### src/rtl/debug_mem_scanner.sv
// debug_mem_scanner
// Background sweeper for the debug console's memory-dump panel. Once per
// frame it reads WORDS consecutive words from the ROM or RAM window over a
// req/ack port and presents each committed word as a stable MEM_Addr /
// MEM_Data pair. Reads that are never acknowledged time out and commit
// 32'hDEAD_BEEF so a hung memory cannot stall the console.

module debug_mem_scanner #(
    parameter logic [31:0] ROM_BASE = 32'h0000_0000,
    parameter logic [31:0] RAM_BASE = 32'h0000_0000,
    parameter int          WORDS    = 128,
    parameter int          TIMEOUT  = 15
) (
    input  logic        clk,
    input  logic        rst,
    input  logic        en,
    input  logic        sel_ram,
    input  logic        frame_tick,
    output logic        rd_req,
    output logic [31:0] rd_addr,
    input  logic        rd_ack,
    input  logic [31:0] rd_data,
    output logic [31:0] MEM_Addr,
    output logic [31:0] MEM_Data,
    output logic        busy,
    output logic        sweep_done,
    output logic [7:0]  err_cnt
);

    localparam logic [1:0]  ST_IDLE  = 2'd0;
    localparam logic [1:0]  ST_REQ   = 2'd1;
    localparam logic [1:0]  ST_GAP   = 2'd2;

    localparam logic [6:0]  LAST_IDX = 7'(WORDS - 1);
    localparam logic [7:0]  LAST_T   = 8'(TIMEOUT - 1);
    localparam logic [31:0] BAD_WORD = 32'hDEAD_BEEF;

    logic [1:0]  state_q,    state_d;
    logic [6:0]  idx_q,      idx_d;
    logic [7:0]  tcnt_q,     tcnt_d;
    logic        sel_q,      sel_d;
    logic [31:0] rd_addr_q,  rd_addr_d;
    logic [31:0] mem_addr_q, mem_addr_d;
    logic [31:0] mem_data_q, mem_data_d;
    logic [7:0]  err_cnt_q,  err_cnt_d;

    // A window switch mid-sweep abandons the sweep; it wins over any commit
    // in the same cycle so the displayed pair keeps its last real value.
    logic abort;
    assign abort = (state_q != ST_IDLE) && (sel_ram != sel_q);

    // Next-state logic for the sweep sequencer and all datapath registers.
    always_comb begin
        // NOTE: every signal written here gets a default first, so no path
        // through the case leaves it unassigned and no latch is inferred.
        state_d    = state_q;
        idx_d      = idx_q;
        tcnt_d     = tcnt_q;
        sel_d      = sel_q;
        mem_addr_d = mem_addr_q;
        mem_data_d = mem_data_q;
        err_cnt_d  = err_cnt_q;

        case (state_q)
            ST_IDLE: begin
                if (frame_tick && en) begin
                    idx_d   = '0;
                    tcnt_d  = '0;
                    sel_d   = sel_ram;
                    state_d = ST_REQ;
                end
            end

            ST_REQ: begin
                if (abort) begin
                    state_d = ST_IDLE;
                end else if (rd_ack) begin
                    // An ack in the last timeout cycle still commits real data.
                    mem_addr_d = rd_addr_q;
                    mem_data_d = rd_data;
                    state_d    = ST_GAP;
                end else if (tcnt_q == LAST_T) begin
                    mem_addr_d = rd_addr_q;
                    mem_data_d = BAD_WORD;
                    if (err_cnt_q != 8'hFF) begin
                        err_cnt_d = err_cnt_q + 8'd1;
                    end
                    state_d = ST_GAP;
                end else begin
                    tcnt_d = tcnt_q + 8'd1;
                end
            end

            ST_GAP: begin
                // The gap cycle keeps MEM_* stable for two cycles between
                // commits and drops rd_req so stale acks are ignored.
                if (abort || (idx_q == LAST_IDX)) begin
                    state_d = ST_IDLE;
                end else begin
                    idx_d   = idx_q + 7'd1;
                    tcnt_d  = '0;
                    state_d = ST_REQ;
                end
            end

            default: state_d = ST_IDLE;
        endcase

        // Address is computed from the next index so it is already valid in
        // the first REQ cycle and holds for the whole request.
        rd_addr_d = (sel_d ? RAM_BASE : ROM_BASE) + {23'd0, idx_d, 2'b00};
    end

    // State and datapath registers with synchronous reset.
    always_ff @(posedge clk) begin
        // NOTE: sequential state uses non-blocking assignments only, so all
        // registers see the pre-edge values of each other.
        if (rst) begin
            state_q    <= ST_IDLE;
            idx_q      <= '0;
            tcnt_q     <= '0;
            sel_q      <= 1'b0;
            rd_addr_q  <= ROM_BASE;
            mem_addr_q <= '0;
            mem_data_q <= '0;
            err_cnt_q  <= '0;
        end else begin
            state_q    <= state_d;
            idx_q      <= idx_d;
            tcnt_q     <= tcnt_d;
            sel_q      <= sel_d;
            rd_addr_q  <= rd_addr_d;
            mem_addr_q <= mem_addr_d;
            mem_data_q <= mem_data_d;
            err_cnt_q  <= err_cnt_d;
        end
    end

    // rd_req is withdrawn in the reset cycle itself so an outstanding read
    // is abandoned without waiting for the registered state to clear.
    assign rd_req     = (state_q == ST_REQ) && !rst;
    assign rd_addr    = rd_addr_q;
    assign MEM_Addr   = mem_addr_q;
    assign MEM_Data   = mem_data_q;
    assign busy       = (state_q != ST_IDLE);
    assign sweep_done = (state_q == ST_GAP) && (idx_q == LAST_IDX) && !abort;
    assign err_cnt    = err_cnt_q;

endmodule

### config.mk
export PLATFORM = sky130hd
export DESIGN_NAME = debug_mem_scanner
export DESIGN_NICKNAME = d
export VERILOG_FILES = /design/src/rtl/debug_mem_scanner.sv
export SDC_FILE = /design/constraint.sdc
export NUM_CORES = 1
export LEC_CHECK = 0
export BUFFER_PORTS_ARGS = -buffer_cell sky130_fd_sc_hd__buf_2
export CAP_MARGIN = 20
export CORE_MARGIN = 3
export CORE_UTILIZATION = 47
export CTS_CLUSTER_SIZE = 12
export DETAILED_ROUTE_END_ITERATION = 7
export HOLD_SLACK_MARGIN = 0.12
export PLACE_DENSITY_LB_ADDON = 0.08
export SYNTH_ARGS = -nofsm -noshare
export SYNTH_HDL_FRONTEND = slang
export SYNTH_SLANG_ARGS = --single-unit
### constraint.sdc
create_clock -name clk -period 2.3 [get_ports clk]
set_input_delay 0.345 -clock clk [delete_from_list [all_inputs] [get_ports clk]]
set_output_delay 0.345 -clock clk [all_outputs]
set_load 0.03 [all_outputs]
* Yosys cells after proc, flatten, opt, wreduce, memory -nomap -nowiden
Index checks and enable logic that the tools add are counted.
** Operators by class
- Reductions and logical operators :: 17
- Bitwise logic cells :: 2
- Add/subtract/negate cells :: 3
- Eq/ne operators :: 12
- Mux-type cells :: 19
** Operators by type and width (number)
- $mux W32 :: 4
- $mux W8 :: 5
- $pmux W8 S3 :: 1
- $add A8 B1 Y8 const B :: 2
- $mux W7 :: 2
- $pmux W7 S2 :: 1
- $ne A2 B2 Y1 const B :: 5
- $eq A8 B4 Y1 const B :: 1
- $mux W2 :: 4
- $ne A8 B8 Y1 const B :: 1
- $add A7 B1 Y7 const B :: 1
- $eq A7 B7 Y1 const B :: 1
- $pmux W2 S3 :: 1
- $reduce_and A6 Y1 :: 1
- $logic_and A1 B1 Y1 :: 5
- $reduce_and A5 Y1 :: 1
- $ne A4 B4 Y1 const B :: 1
- $reduce_and A2 Y1 :: 2
- $reduce_bool A2 Y1 :: 2
- $reduce_and A3 Y1 :: 1
- $reduce_bool A3 Y1 :: 1
- $eq A2 B1 Y1 const B :: 1
- $eq A2 B2 Y1 const B :: 1
- $logic_not A1 Y1 :: 2
- 5 further kinds :: 6
** Word-level totals
- Output and inout bits :: 107
- Logic and storage cells :: 61
- Bits in registers :: 115
- Bits of input ports :: 38

* Depth between registers and ports, before layout
Gate-level depths: netlist of the first run.
- Depth after elaboration :: 5
- Depth in mapped cells :: 7
- Gate-level depth less buffers :: 6

* Worst setup path before layout of the first run
OpenSTA, ideal clock, no wires.
- Path type :: register to output
- Start :: register, netlist name rd_addr[4]
- End :: output port sweep_done
- Buffers on the path :: 0
- Arrival time :: 1.688 ns
- Required time :: 1.955 ns
- Cell stages (with the launch flop) :: 4
- Path slack :: 0.267 ns
- Path through :: dfxtp_1 -> and4_1 -> nand3_1 -> nor3_1
** RTL lines
- to (decl) :: RTL line 26 : output logic sweep_done,

==> metrics.txt, run 1 <==
Unique masters post-synth=50; CTS Buf Count=9; Port Buf Inserts=94; WP data arrival=1.71 ns; Worst-Skew Late Latency=0.34 ns; main area contributors after synthesis=dfxtp_1 42%, buf_4 12%, nor2_1 9.0%; all-layer global routing usage=0.181; Worst Setup Start Kind=register; YS warnings=0; first-pass GRT wire length=11,200 um; Synth Cell Area=3100 um^2; Relative slew margins=0.647; Vias=2,685; hold_buf cts=0; H-tree levels=3; # rows=28; fin crit share=0.894; vias in the first global route=2,436; Post-DP HPWL=4840 um; initial antenna violation count=0; Layout Skew=0.00510 ns; Max Buffers Root-to-Sink=2; Worst Hold Class=primary input to register; ANT nets after route=0; Via density=4.89; cell taking the most area after synthesis=dfxtp_1; Post-Syn Area per Cell=8.28 um^2; final hold vios=0; FF+latch area=1300 um^2; layout cell share with drive strength beyond 1=0.255; PwrDens=674 nW/um^2; Lkg Pwr=1.66 nW; I/O pin cnt=145; largest net degree at the start of global routing=32; die area=7600 um^2; WP buf/inv=1; Core Region=6130 um^2; Max Cap Viol=0; Worst IR Drop VDD=0.531 mV; unrepaired setup endpoints after global routing=false; Synth Register Bits=65; multi-input logic area=1530 um^2; run status=completed; Area Overhead vs Synth=18.3%; drt total wl=6660 um; Slowest-stage cell, CP=dfxtp_1; Die H=87.2 um; crit path max fanout=8; post-cts resize count=0; Final Max Slew Viols=0; clock sinks=65; 1st-iter DRT viols=152; Synth Instances=374; CTS tree=done; Tmin final=2.06 ns; # setup viols final=0; Worst Path Required=1.96 ns; residual DRC count=0; nets=512; root buf cell=clkbuf_8; Slew @ Worst Pin=0.528 ns; crit-path cells=ha_1 -> nand3_1 -> nor3_1 -> buf_2; FILL cells=595; Seq/Total Area, Yosys=0.420; # diodes=0; Setup Total Neg Slack=0 ns; wire per inst=12.1 um; Starting Density=0.505; GRT overflow=0; asr flop ratio synth=0; CP max stage delay=0.48 ns; main flop type after synthesis=dfxtp_1; critical path class=register to primary output; delay-heaviest family, CP=flip-flops; crit end category=primary output; Post-synth EDFFs=0; TritonRoute pass-1 iters=4; total power=0.00247 W; Placer Congestion=0.893; Max Clk Rate=0.486 GHz; Yosys top cell area share=0.420; CTS clk-pin slew, worst paths=0.06 ns; Post CTS Setup Buffer Count=0; Die Wd=87.2 um
-- flip-flops by register name, indices dropped and copies added, names as in the netlist --
| register | cells |
|---|---|
| rd_addr | 7 |
| tcnt_q | 8 |
| MEM_Addr | 7 |
| state_q | 2 |
| sel_q | 1 |
| MEM_Data | 32 |
| err_cnt | 8 |
-- worst paths after layout --
path | from | end | slack (ns) | cells past startpoint
max | rd_addr[2] | sweep_done | 0.24 | 4
min | rd_data[8] | MEM_Data[8] | 0.26 | 3
max reg2reg | state_q[0] | err_cnt[7] | 0.49 | 5
min reg2reg | MEM_Addr[3] | MEM_Addr[3] | 0.45 | 2
-- Yosys cell counts (4+ instances only) --
cell      count
nand3b_1      4
a31oi_1       6
nand2_1      22
a21oi_1      21
a22oi_1       8
clkbuf_1      7
or3_1         4
buf_4        51
buf_2         4
dfxtp_1      65
inv_1         4
nor3_1       30
nand2b_1      4
o21ai_0       4
ha_1          4
nor2_1       74
xnor2_1       6
and3_1        4
nand3_1      12
-- where the power goes --
group / switching [W] / internal [W] / total (W) / leakage (nW)
logic: 0.000214 / 0.0000600 / 0.000274 / 1.03
registers: 0.00000970 / 0.00114 / 0.00115 / 0.525
clock network: 0.000408 / 0.000633 / 0.00104 / 0.106
-- routing by layer --
layer | vias up | global-route usage | wire [um]
met3 | 8 | 0.0747 | 599
li1 | 1372 | - | -
met2 | 93 | 0.277 | 3000
met1 | 1212 | 0.235 | 2980
met4 | 0 | 0.0516 | 81
met5 | - | 0 | 0
-- tightest hold or removal path: cells and delay by family --
kind / cells / cell delay, ns
compound gates: 1 / 0.07
buf+inv: 1 / 0.07
simple gates: 1 / 0.07
-- cells in the final DEF, fill, tap and decap left out, types with 2 or more instances in the layout --
cell type,count
a31o_1,2
and2_1,3
ha_1,4
buf_2,94
or3_1,4
nand2_1,22
clkbuf_8,10
buf_4,6
xor2_1,2
a21oi_1,21
nand2b_1,4
clkbuf_1,2
nor2_1,74
nor3_1,30
nand3_1,12
a211oi_1,3
conb_1,50
dfxtp_1,65
a31oi_1,6
mux2i_1,3
nand3b_1,4
inv_1,4
o21ai_0,4
xnor2_1,6
and3_1,4
bufinv_16,2
a22oi_1,8
-- cells by family after synthesis --
group | Yosys count | share of synthesized area
AO/OA/AOI/OAI | 56 | 0.118
XOR/XNOR | 8 | 0.0226
adder cells (fa/ha/maj) | 4 | 0.0162
buffers and inverters | 68 | 0.146
flip-flops | 65 | 0.420
multiplexers | 3 | 0.00970
other | 1 | 0.00121
AND/OR/NAND/NOR | 169 | 0.266
-- metrics by stage --
stage | cells | setup WS (ns) | area [um^2] | hold slack, ns | util
2_1_floorplan | 423 | 0.267 | 3280 | 0.443 | -
3_3_place_gp | 534 | 0.407 | 3450 | 0.442 | 0.563
3_5_place_dp | 534 | 0.373 | 3450 | 0.447 | 0.563
4_1_cts | 549 | 0.218 | 3660 | 0.248 | 0.597
5_1_grt | 549 | 0.103 | 3660 | 0.253 | 0.597
6_report | 549 | 0.244 | 3660 | 0.261 | 0.597
-- area by class of cell --
| cell class | instances | share of cell area |
|---|---|---|
| repair buffers | 100 | 0.141 |
| clock buffers | 12 | 0.0396 |
| multi-input cells | 290 | 0.417 |
| inverters | 4 | 0.00410 |
| flip-flops and latches | 65 | 0.355 |
| well taps | 75 | 0.0256 |
| clock inverters | 3 | 0.0178 |
Note: power is estimated with default switching activity, not from simulation.
==> run 2, diff against run 1 <==
--- a/config.mk
+++ b/config.mk
@@ -9,6 +9,7 @@
 export CAP_MARGIN = 20
 export CORE_MARGIN = 3
 export CORE_UTILIZATION = 47
+export CTS_CLUSTER_DIAMETER = 60
 export CTS_CLUSTER_SIZE = 12
 export DETAILED_ROUTE_END_ITERATION = 7
 export HOLD_SLACK_MARGIN = 0.12
==> constraint.sdc (replaced) <==
create_clock -name clk -period 2.2 [get_ports clk]
set_input_delay 0.33 -clock clk [delete_from_list [all_inputs] [get_ports clk]]
set_output_delay 0.33 -clock clk [all_outputs]
set_load 0.03 [all_outputs]
==> run 2 against run 1 <==
Against the previous run:
- first-iteration DRC count fell by 26%
- sequential share of layout area grew 0.22 points
- cell count is 0.18% higher
==> metrics.txt, run 2 (synthesis results as in run 1) <==
CTS tree=done; run status=completed; max reg flops=32; Worst Path Required=1.87 ns; Starting Density=0.505; Relative slew margins=0.647; Max Cap Viol=0; Core Region=6130 um^2; Post-DP HPWL=4900 um; PwrDens=676 nW/um^2; post-cts resize count=0; 1st-iter DRT viols=112; Tmin final=2.00 ns; CP max stage delay=0.45 ns; Slowest-stage cell, CP=dfxtp_1; initial antenna violation count=0; Max Buffers Root-to-Sink=2; Die Wd=87.2 um; nets=512; crit path max fanout=7; I/O pin cnt=145; FILL cells=598; Placed Cells=534; most frequent cells in the layout=94 x buf_2, 74 x nor2_1, 65 x dfxtp_1; vias in the first global route=2,560; TritonRoute pass-1 iters=4; wire per inst=12.2 um; crit-path cells=and4_1 -> nand3_1 -> nor3_1 -> buf_2; crit end category=primary output; layout cell share with drive strength beyond 1=0.257; most common cell after layout, fill and taps aside=buf_2; Worst IR Drop VDD=0.469 mV; hold_buf cts=0; H-tree levels=3; drt total wl=6730 um; unrepaired setup endpoints after global routing=false; critical path class=register to primary output; delay-heaviest family, CP=simple AND/OR/NAND/NOR gates; Worst Hold Class=primary input to register; post-placement cell area=3450 um^2; Layout Cells excl Fill=550; Final Instance Area=3640 um^2; Setup Total Neg Slack=0 ns; first-pass GRT wire length=11,300 um; final hold vios=0; CTS Buf Count=9; Worst-Skew Late Latency=0.34 ns; all-layer global routing usage=0.187; WP buf/inv=1; ANT nets after route=0; Placer Congestion=0.874; Via density=4.88; Die H=87.2 um; # setup viols final=0; clock sinks=65; GRT overflow=0; Worst Setup Start Kind=register; residual DRC count=0; Max Clk Rate=0.501 GHz; Lkg Pwr=1.65 nW; Post CTS Setup Buffer Count=0; Layout Skew=0.00644 ns; Area Overhead vs Synth=17.6%; fin crit share=0.907; die area=7600 um^2; Slew @ Worst Pin=0.527 ns; Vias=2,685; CTS clk-pin slew, worst paths=0.07 ns; root buf cell=clkbuf_8; # diodes=0; largest net degree at the start of global routing=32; Final Max Slew Viols=0; WP data arrival=1.67 ns; Port Buf Inserts=94; # rows=28
## run 2: cell types whose count changed in the layout (fill, tap and decap cells not counted), sizes merged
cell,change
bufinv,-1
clkbuf,-1
clkinv,+2
clkinvlp,+1
## run 2: final timing paths
path | slack [ns] | from | endpoint | cells past startpoint
min reg2reg | 0.45 | MEM_Addr[6] | MEM_Addr[6] | 2
max | 0.20 | rd_addr[4] | sweep_done | 4
max reg2reg | 0.39 | state_q[0] | err_cnt[3] | 5
min | 0.24 | rd_data[8] | MEM_Data[8] | 3
## run 2: metrics by stage
stage                      util  setup slack, ns  power [W]  hold WS, ns
final                     0.594            0.204    0.00246        0.242
after floorplan               -            0.182    0.00152        0.443
after detailed placement  0.563            0.283    0.00152        0.446
after CTS                 0.594            0.170    0.00250        0.228
after global placement    0.563            0.317    0.00151        0.443
after global routing      0.594           0.0461    0.00258        0.238
## run 2: routing by layer
layer,wire length (um),share of wire,track usage
met5,0,0,0
met4,108,0.016,0.0767
met1,2920,0.43,0.224
met2,3110,0.46,0.305
met3,594,0.088,0.0634
## run 2: power breakdown
group / internal [W] / total [W] / leakage [nW] / switching [W]
logic: 0.0000628 / 0.000287 / 1.03 / 0.000224
clock network: 0.000522 / 0.000970 / 0.0933 / 0.000448
registers: 0.00119 / 0.00120 / 0.525 / 0.00000988
total: 0.00178 / 0.00246 / 1.65 / 0.000682
## run 2: layout make-up
type                    instances  area [um^2]  share of cell area
clock inverters                 5         56.3              0.0155
repair buffers                100          515               0.142
clock buffers                  11          131              0.0361
flip-flops and latches         65         1300               0.358
inverters                       4         15.0             0.00413
multi-input cells             290         1530               0.419
well taps                      75         93.8              0.0258
## run 2: worst reg2reg max path, cell delays in order (launching register included)
cell and delay [ns]:
dfxtp_1 0.44, nand2b_4 0.12, or3_4 0.43, nor4_4 0.41
a21oi_1 0.12, a31o_1 0.19
==> run 3, diff against run 2 <==
--- a/config.mk
+++ b/config.mk
@@ -14,6 +14,7 @@
 export DETAILED_ROUTE_END_ITERATION = 7
 export HOLD_SLACK_MARGIN = 0.12
 export PLACE_DENSITY_LB_ADDON = 0.08
+export REMOVE_ABC_BUFFERS = 1
 export SYNTH_ARGS = -nofsm -noshare
 export SYNTH_HDL_FRONTEND = slang
 export SYNTH_SLANG_ARGS = --single-unit
==> run 3 against run 2 <==
Against the previous run:
- worst setup slack worse by 0.0045 ns
- register-to-register slack worse by 0.02 ns
- maximum frequency down 0.23%
- combinational power about the same
- total power up 7.3%
- cell area up 1.5%
- first-iteration DRC count down 8.9%
- die area unchanged
- clock skew up 0.0033 ns
- sequential power about the same
- clock-buffer cell count unchanged
- sequential share of layout area down 0.52 points
==> metrics.txt, run 3 (synthesis results as in run 1) <==
run status=completed; # rows=28; hold path cells=3; internal power=0.00195 W; Via density=4.94; final hold vios=0; Lkg Pwr=1.68 nW; TritonRoute pass-1 iters=4; Worst-Skew Late Latency=0.33 ns; FILL cells=583; reg2reg start=tcnt_q[4]; HP Start=rd_data[14]; CTS clk-pin slew, worst paths=0.07 ns; Area Overhead vs Synth=19.3%; GRT overflow=0; Final Max Slew Viols=0; max reg flops=32; clock sinks=65; Final WS setup=0.200 ns; Max Cap Viol=0; layout cell share with drive strength beyond 1=0.261; Setup Total Neg Slack=0 ns; I/O pin cnt=145; largest net degree at the start of global routing=32; # setup viols final=0; Worst Hold Class=primary input to register; Max Clk Rate=0.500 GHz; Core Region=6130 um^2; WP data arrival=1.67 ns; Tmin final=2.00 ns; die area=7600 um^2; Worst IR Drop VDD=0.389 mV; switching pwr=0.000686 W; root buf cell=clkbuf_8; all-layer global routing usage=0.182; # diodes=0; initial antenna violation count=0; Clk pwr share=0.434; CTS tree=done; Max Buffers Root-to-Sink=2; crit path max fanout=7; CP max stage delay=0.45 ns; wire per inst=12.5 um; Vias=2,718; Layout Skew=0.00971 ns; Starting Density=0.505; WP buf/inv=1; PwrDens=714 nW/um^2; Seq pwr share=0.456; combinational fraction of design power=0.110; worst r2r dst=err_cnt[3]; Worst Path Required=1.87 ns; fin crit share=0.909; residual DRC count=0; delay-heaviest family, CP=simple AND/OR/NAND/NOR gates; Die Wd=87.2 um; hold_buf cts=0; drt total wl=6860 um; crit-path cells=and4_1 -> nand3_1 -> nor3_1 -> buf_2; H-tree levels=3; unrepaired setup endpoints after global routing=false; Port Buf Inserts=94; CTS Buf Count=9; Relative slew margins=0.638; Worst Setup Start Kind=register; switch share=0.260; 1st-iter DRT viols=102; Post CTS Setup Buffer Count=0; Slowest-stage cell, CP=dfxtp_1; ANT nets after route=0; placement-stage worst setup slack=0.289 ns; critical path class=register to primary output; Slew @ Worst Pin=0.541 ns; fin util=0.602; Post-DP HPWL=4950 um; worst min-delay path endpoint=MEM_Data[14]; post-cts resize count=0; first-pass GRT wire length=11,000 um; Register-to-Register Path Depth=5; Placer Congestion=0.823; Reg2Reg Setup Slack=0.37 ns; nets=512; crit end category=primary output; most frequent cells in the layout=94 x buf_2, 74 x nor2_1, 65 x dfxtp_1; most common cell after layout, fill and taps aside=buf_2; vias in the first global route=2,465; Die H=87.2 um
==> run 3: cell types whose count changed in the layout (fill, tap and decap cells not counted), sizes merged <==
cell	change
bufinv	+1
clkinv	-1
==> run 3: power by group through the flow <==
stage / Combinational [W] / Clock, W / Sequential (W)
2_1_floorplan: 0.000171 / 0 / 0.00126
3_3_place_gp: 0.000287 / 0 / 0.00123
3_5_place_dp: 0.000288 / 0 / 0.00123
4_1_cts: 0.000289 / 0.00117 / 0.00120
5_1_grt: 0.000314 / 0.00123 / 0.00120
6_report: 0.000290 / 0.00115 / 0.00120
==> run 3: worst max path at each step <==
stage	start	end	slack, ns	cells after the start
after floorplan	rd_addr[4]	sweep_done	0.18	3
after global placement	sel_ram	err_cnt[7]	0.34	6
after detailed placement	sel_ram	err_cnt[3]	0.29	6
after CTS	rd_addr[2]	sweep_done	0.18	4
after global routing	rd_addr[2]	sweep_done	0.04	4
final	rd_addr[4]	sweep_done	0.20	4
==> run 3: worst reg2reg max path: cells and delay by family (launching register included) <==
kind / cells / cell delay (ns)
AND/OR/NAND/NOR: 3 / 1.08
flip-flops: 1 / 0.36
AO/OA/AOI/OAI: 2 / 0.31
==> run 3: layer usage <==
layer	global-route usage	wire length, um
met5	0	0
met4	0.0642	92
met3	0.0643	631
met2	0.293	3140
met1	0.225	3000
==> run 3: layout make-up <==
type,instances,area (um^2),share of cell area
clock buffer,11,151,0.0410
clock inverter,5,77.6,0.0210
inverter,4,15.0,0.00407
multi-input combinational,290,1530,0.413
sequential,65,1300,0.352
tap,75,93.8,0.0254
timing repair buffer,100,528,0.143
==> run 3: metrics by stage <==
step / area (um^2) / instances / power (W) / hold slack (ns)
floorplan: 2840 / 359 / 0.00143 / 0.399
global placement: 3460 / 534 / 0.00152 / 0.443
detailed placement: 3460 / 534 / 0.00152 / 0.443
CTS: 3690 / 550 / 0.00266 / 0.231
global route: 3690 / 550 / 0.00275 / 0.238
finish: 3690 / 550 / 0.00264 / 0.240
